## src/rtl/spi_slave.sv

```systemverilog
// SPI slave front end: receives 10-bit {cmd, payload} frames MSB-first on MOSI and,
// after a read-data frame, returns one RAM byte MSB-first on MISO.
module spi_slave (
    input  logic       clk,
    input  logic       rst_n,
    input  logic       MOSI,
    input  logic       SS_n,
    input  logic       tx_valid,
    input  logic [7:0] tx_data,
    output logic       MISO,
    output logic       rx_valid,
    output logic [9:0] rx_data
);

    typedef enum logic [2:0] {
        IDLE      = 3'd0,
        CHK_CMD   = 3'd1,
        WRITE     = 3'd2,
        READ_ADD  = 3'd3,
        READ_DATA = 3'd4
    } state_t;

    state_t      state_reg;
    logic        rd_addr_done_reg;
    logic [3:0]  bit_cnt_reg;
    logic [8:0]  shift_reg;
    logic [7:0]  tx_shift_reg;
    logic [2:0]  tx_cnt_reg;
    logic        tx_busy_reg;
    logic        tx_done_reg;

    always_ff @(posedge clk) begin
        if (rst_n) begin
            state_reg        <= IDLE;
            rd_addr_done_reg <= 1'b0;
            bit_cnt_reg      <= 4'd0;
            shift_reg        <= 9'd0;
            tx_shift_reg     <= 8'd0;
            tx_cnt_reg       <= 3'd0;
            tx_busy_reg      <= 1'b0;
            tx_done_reg      <= 1'b0;
            MISO             <= 1'b0;
            rx_valid         <= 1'b0;
            rx_data          <= 10'd0;
        end else begin
            rx_valid <= 1'b0;
            case (state_reg)
                IDLE: begin
                    MISO         <= 1'b0;
                    bit_cnt_reg  <= 4'd0;
                    tx_shift_reg <= 8'd0;
                    tx_cnt_reg   <= 3'd0;
                    tx_busy_reg  <= 1'b0;
                    tx_done_reg  <= 1'b0;
                    if (!SS_n)
                        state_reg <= CHK_CMD;
                end

                CHK_CMD: begin
                    if (SS_n) begin
                        state_reg <= IDLE;
                    end else begin
                        shift_reg   <= {8'd0, MOSI};
                        bit_cnt_reg <= 4'd0;
                        if (!MOSI)
                            state_reg <= WRITE;
                        else if (!rd_addr_done_reg)
                            state_reg <= READ_ADD;
                        else
                            state_reg <= READ_DATA;
                    end
                end

                default: begin
                    if (SS_n) begin
                        state_reg    <= IDLE;
                        bit_cnt_reg  <= 4'd0;
                        tx_shift_reg <= 8'd0;
                        tx_cnt_reg   <= 3'd0;
                        tx_busy_reg  <= 1'b0;
                        tx_done_reg  <= 1'b0;
                        MISO         <= 1'b0;
                    end else if (bit_cnt_reg != 4'd9) begin
                        // bit_cnt counts payload bits 8..0; the ninth one closes the frame
                        shift_reg   <= {shift_reg[7:0], MOSI};
                        bit_cnt_reg <= bit_cnt_reg + 4'd1;
                        if (bit_cnt_reg == 4'd8) begin
                            rx_data  <= {shift_reg, MOSI};
                            rx_valid <= 1'b1;
                            if (state_reg == READ_ADD)
                                rd_addr_done_reg <= 1'b1;
                        end
                    end else if (state_reg == READ_DATA) begin
                        if (tx_busy_reg) begin
                            if (tx_cnt_reg != 3'd0) begin
                                MISO         <= tx_shift_reg[7];
                                tx_shift_reg <= {tx_shift_reg[6:0], 1'b0};
                                tx_cnt_reg   <= tx_cnt_reg - 3'd1;
                            end else begin
                                MISO        <= 1'b0;
                                tx_busy_reg <= 1'b0;
                                tx_done_reg <= 1'b1;
                            end
                        end else if (!tx_done_reg && tx_valid) begin
                            // bit 7 goes straight out; the remaining 7 wait in the shifter
                            MISO             <= tx_data[7];
                            tx_shift_reg     <= {tx_data[6:0], 1'b0};
                            tx_cnt_reg       <= 3'd7;
                            tx_busy_reg      <= 1'b1;
                            rd_addr_done_reg <= 1'b0;
                        end
                    end
                end
            endcase
        end
    end

endmodule

```

## config.mk

```make
export PLATFORM = sky130hd
export DESIGN_NAME = spi_slave
export DESIGN_NICKNAME = d
export VERILOG_FILES = /design/src/rtl/spi_slave.sv
export SDC_FILE = /design/constraint.sdc
export NUM_CORES = 1
export LEC_CHECK = 0
export CAP_MARGIN = 20
export CELL_PAD_IN_SITES_DETAIL_PLACEMENT = 1
export CELL_PAD_IN_SITES_GLOBAL_PLACEMENT = 1
export CORE_MARGIN = 4
export CORE_UTILIZATION = 44
export CTS_CLUSTER_SIZE = 25
export DETAILED_ROUTE_END_ITERATION = 16
export MAX_ROUTING_LAYER = met4
export PLACE_DENSITY = 0.89
export SETUP_SLACK_MARGIN = 0.2
export SKIP_LAST_GASP = 1
export SYNTH_ARGS = -nofsm -noshare
export SYNTH_HDL_FRONTEND = slang
export SYNTH_SLANG_ARGS = --single-unit
```

## constraint.sdc

```tcl
create_clock -name clk -period 5.3 [get_ports clk]
set_clock_uncertainty 0.2 [all_clocks]
set_input_delay 1.06 -clock clk [delete_from_list [all_inputs] [get_ports clk]]
set_output_delay 1.06 -clock clk [all_outputs]
set_load 0.03 [all_outputs]
```

==> results of run 1 <==
## layout make-up
class | count | area [sq um]
Clock inverter | 1 | 30.0
Multi-Input combinational cell | 151 | 1020
Timing Repair Buffer | 25 | 248
Clock buffer | 7 | 86.3
Tap cell | 50 | 62.6
Sequential cell | 41 | 821
Fill cell | 506 | 1850
Inverter | 8 | 30.0
## logic make-up (layout without fill, tap and decap cells)
kind of cell / count (synthesis) / after routing
compound gates: 59 / 59
mux: 10 / 10
flops: 41 / 41
buf+inv: 21 / 41
simple gates: 77 / 77
fa+ha+maj: 5 / 5
## cells in the mapped netlist (all sizes together), types with 2 or more instances
library cell   n  share of area, %
dfxtp         41                42
nand3b         4               1.5
o21ai          4               1.0
nand2b         9               2.9
clkbuf         4              0.77
and4bb         2               1.3
a22oi          7               2.7
o211ai         2               1.7
mux2i         10               5.2
o21ba          2               1.0
nor2b          2              0.64
nand2         16               3.2
nor3           6               1.5
nand3         13               3.4
o2bb2ai        7               3.2
nor2          18               4.0
a211oi         2              0.77
buf            9               3.0
inv            8               1.5
o211a          2               1.0
ha             5               3.2
o21a           2              0.77
or4b           2               1.2
a211o          2              0.90
a21oi         21               5.4
## metrics by stage
| stage | power, mW | util, % | cell area (sq um) | cells | setup slack (ns) |
|---|---|---|---|---|---|
| finish | 0.627 | 55.3 | 2290 | 283 | 2.57 |
| global route | 0.649 | 55.3 | 2290 | 283 | 2.42 |
| CTS | 0.630 | 55.3 | 2290 | 283 | 2.56 |
| detailed placement | 0.369 | 52.5 | 2180 | 275 | 2.27 |
| global placement | 0.367 | 52.5 | 2180 | 275 | 2.40 |
| floorplan | 0.353 | - | 1940 | 213 | 2.94 |
## how the worst max path moves through the flow
stage / endpoint / slack (ns) / start
2_1_floorplan: rd_addr_done_reg / 2.94 / SS_n
3_3_place_gp: rx_data[4] / 2.40 / SS_n
3_5_place_dp: rx_data[8] / 2.27 / SS_n
4_1_cts: rx_data[8] / 2.56 / SS_n
5_1_grt: rx_data[8] / 2.42 / SS_n
6_report: rx_data[8] / 2.57 / SS_n
## routing by layer
metal	wire length [um]	vias to the layer above	track usage [%]	part of all wire (%)
met1	2350	807	27.1	48
met4	80	0	6.52	1.6
met5	0	-	-	0
met3	181	11	4.59	3.7
met2	2280	32	29.4	47
li1	-	807	-	-
## critical path, stage by stage
cell             delay, ns
clkdlybuf4s50_1       0.57
o21ba_2               0.51
nand2_1               0.30
nand2_1               0.17
a21oi_1               0.08
## power breakdown
part	internal (mW)	switching (mW)	leakage, nW
sequential	0.310	0.00574	0.331
clock	0.154	0.110	0.0585
combinational	0.0213	0.0256	0.402
total	0.485	0.142	0.791
==> impl_metrics.toml, run 1 <==
[timing]
finalMaxSlewViolations = 0
rsz0062_at_grt = "false"
tns_ns = 0
max_freq_mhz = 366
period_share_pct = 51.5
timing.final.hold_violations = 0
maxSlewHeadroom_pct = 45.9
hold_slack_ns = 0.264
finalSetupViolations = 0
tightest_slew_ns = 0.810
period_needed_ns = 2.73

[global_routing]
grt_pass1_vias = 1679
antenna_found_initial = 0
grt_pass1_wl_um = 8300
grt_max_degree = 39
overflow = 0
grt_usage_pct = 20.0

[setup_path]
worstPathRequired_ns = 5.26
rr_endpoint = "tx_shift_reg[6]"
critPathCaptureType = "flop"
arrival_ns = 2.69
rrSetupSlack_ns = 3.17
path_class = "in -> reg"
r2r_start = "tx_busy_reg"
startpoint_type = "input pin"
worstRegToRegCells = 4
path_max_fanout = 13

[layout]
layout_commonest_cell = "dfxtp_1"
final_cell_mix = "dfxtp_1, clkdlybuf4s50_1, a21oi_1"
largest_register_ffs = 10
syn2layout_area_growth_pct = 18.2
diodes = 0
nets = 250
drive_gt1_share_pct = 8.58

[cts]
cts_root_buf = "clkbuf_8"
clkTransAtPathRegs_ns = 0.08
hold_buffers = 0
cts_setup_buffers = 0
cts_tree = "yes"
clk_path_buf_depth = 2
insertion_delay_ns = 0.29
post_cts_resized = 0
cts.sinks = 41
cts_buffers = 5
htreeDepth = 2

[synthesis]
synth_fa_ha_area_share_pct = 3.22
synth_xor_area_share_pct = 0
syn_nets = 231
ys_ff_latch = 41
ys_seq_area_share_pct = 42.3
synth_edf_count = 0
synth_compound_area_share_pct = 22.3
ys_warn_count = 0
synth_top_family_by_area = "compound AO/OA/AOI/OAI gates"
yosys-mux-area-fraction_pct = 5.16
yosys.area_share.simple_pct = 21.7
syn_area_per_cell_sq_um = 9.11
yosysUniqueCellTypes = 46
ys_async_sr_fraction_pct = 0
synth_area_sq_um = 1940
netlist_instances = 213
yosys_most_used_dff = "dfxtp_1"

[min_path]
hold_end = "rx_data[7]"
hold_depth = 2
hp-start = "rx_data[7]"
min_path_type = "reg -> reg"

[route]
routedWlPerCell_um = 17.3
vias = 1657
drt_iter0_markers = 94
drt-total-wl_um = 4890
drc = 0
final_antenna_net_count = 0
drt_first_pass_iters = 4
vias_per_cell = 5.86

[floorplanning]
die_area_sq_um = 5540
core_area_sq_um = 4140
fp.dieH_um = 74.4
fp.dieW_um = 74.4
start_util_pct = 46.8
rows = 23
io_pins = 25

[place]
io_buffers = 24
gp_congestion = 0.853
dp_hpwl_um = 3270

[power]
power.density_nw_per_um2 = 273
ir_worst_vdd_mv = 0.117
p_leak_nw = 0.791

[flow_run]
max_cap_violations = 0

[outcome]
status = "finished clean"
(Power assumes the default switching activity.)
==> inputs of run 2 (changes only) <==
--- a/config.mk
+++ b/config.mk
@@ -9,11 +9,11 @@
 export CELL_PAD_IN_SITES_DETAIL_PLACEMENT = 1
 export CELL_PAD_IN_SITES_GLOBAL_PLACEMENT = 1
 export CORE_MARGIN = 4
-export CORE_UTILIZATION = 44
+export CORE_UTILIZATION = 37
 export CTS_CLUSTER_SIZE = 25
 export DETAILED_ROUTE_END_ITERATION = 16
 export MAX_ROUTING_LAYER = met4
-export PLACE_DENSITY = 0.89
+export PLACE_DENSITY = 0.8
 export SETUP_SLACK_MARGIN = 0.2
 export SKIP_LAST_GASP = 1
 export SYNTH_ARGS = -nofsm -noshare
==> constraint.sdc (replaced) <==
create_clock -name clk -period 2.3 [get_ports clk]
set_clock_uncertainty 0.2 [all_clocks]
set_input_delay 0.46 -clock clk [delete_from_list [all_inputs] [get_ports clk]]
set_output_delay 0.46 -clock clk [all_outputs]
set_load 0.03 [all_outputs]
==> impl_metrics.toml, run 2 (synthesis gave the netlist of run 1 again) <==
[setup_path]
crit_family = "buffers and inverters"
arrival_ns = 1.31
cp_num_buf_inv = 1
worstPathRequired_ns = 1.64
slowest_stage = "clkdlybuf4s50_1"
max_stage_delay_ns = 0.67
path_max_fanout = 2
path_class = "reg -> out"
startpoint_type = "flop"
path_cells = "clkdlybuf4s50_1"
critPathCaptureType = "output port"

[cts]
cts_tree = "yes"
clkTransAtPathRegs_ns = 0.08
clk_path_buf_depth = 2
insertion_delay_ns = 0.30
htreeDepth = 2
cts_buffers = 5
cts.sinks = 41
cts_root_buf = "clkbuf_8"
hold_buffers = 0

[floorplanning]
die_area_sq_um = 6470
fp.dieH_um = 80.4
core_area_sq_um = 5110
rows = 26
fp.dieW_um = 80.4
start_util_pct = 38.0
io_pins = 25

[min_path]
min_path_type = "reg -> reg"

[flow_run]
max_cap_violations = 0

[outcome]
status = "finished clean"

[layout]
final_cell_mix = "dfxtp_1, clkdlybuf4s50_1, a21oi_1"
drive_gt1_share_pct = 12.8
diodes = 0
syn2layout_area_growth_pct = 22.9
layout.cells.non_filler = 313
largest_register_ffs = 10
nets = 260
layout_commonest_cell = "dfxtp_1"

[timing]
rsz0062_at_grt = "false"
period_needed_ns = 1.97
finalMaxSlewViolations = 0
tightest_slew_ns = 0.497
period_share_pct = 85.8
max_freq_mhz = 507
timing.final.hold_violations = 0
maxSlewHeadroom_pct = 66.8
tns_ns = 0
finalSetupViolations = 0

[global_routing]
overflow = 0
grt_max_degree = 21
grt_usage_pct = 16.6
grt_pass1_vias = 1634
grt_pass1_wl_um = 8000
antenna_found_initial = 0

[route]
vias = 1663
drt_first_pass_iters = 4
routedWlPerCell_um = 15.3
vias_per_cell = 5.31
drc = 0
final_antenna_net_count = 0
drt-total-wl_um = 4800
drt_iter0_markers = 144

[place]
placed_cells = 303
gp_congestion = 0.828
dp_hpwl_um = 3470
io_buffers = 24

[power]
ir_worst_vdd_mv = 0.318
power.density_nw_per_um2 = 553
p_leak_nw = 0.842
[run 2: cell types whose count changed in the layout (fill, tap and decap cells not counted), sizes merged]
cell / before / now
clkbuf: 7 / 5
buf: 1 / 11
bufinv: 1 / 0
clkinvlp: 0 / 1
clkinv: 0 / 2
[run 2: layout make-up]
class                      count  area, sq um
fill                         617         2720
clock buffer                   5         68.8
timing repair buffer          35          335
inverter                       8         30.0
tap                           70         87.6
clock inverter                 3         17.5
multi-input combinational    151         1020
sequential                    41          821
[run 2: tightest hold or removal path: stages, from the launching register on]
cell and delay, ns:
dfxtp_1 0.31, nand2_1 0.05, a21oi_1 0.05
[run 2: path summary, 6_finish.rpt]
check,startpoint,to,slack (ns),cells after the start
setup / recovery,rx_data[2],rx_data[2],0.33,1
hold / removal,rx_data[9],rx_data[9],0.26,2
setup reg to reg,bit_cnt_reg[0],tx_cnt_reg[1],0.36,5
hold reg to reg,rx_data[9],rx_data[9],0.26,2
[run 2: metrics by stage]
stage	instance area [sq um]	worst slack (ns)	utilization (%)	power, mW	hold WS (ns)
6_report	2380	0.327	46.7	1.32	0.260
5_1_grt	2380	0.222	46.7	1.38	0.289
4_1_cts	2350	0.306	46.0	1.33	0.267
3_5_place_dp	2260	0.0476	44.3	0.857	0.253
3_3_place_gp	2260	0.0949	44.3	0.854	0.244
2_1_floorplan	1940	0.544	-	0.813	0.232
[run 2: report_power, final]
group | switching (mW) | total (mW) | internal [mW] | leakage, nW
sequential | 0.0109 | 0.726 | 0.715 | 0.331
clock | 0.261 | 0.470 | 0.210 | 0.0439
combinational | 0.0623 | 0.121 | 0.0591 | 0.467
total | 0.334 | 1.32 | 0.984 | 0.842
[run 2: what timing repair did]
action,4_1_cts,5_1_grt
resized for setup,0,1
setup endpoints to repair,0,1
hold endpoints to repair,0,0
buffers inserted,0,2
[run 2: layer usage]
metal / GRT usage (%) / vias to the layer above / routed length [um]
li1: - / 820 / -
met1: 21.9 / 817 / 2340
met2: 25.2 / 20 / 2270
met3: 4.04 / 6 / 132
met4: 5.07 / 0 / 58
met5: - / - / 0
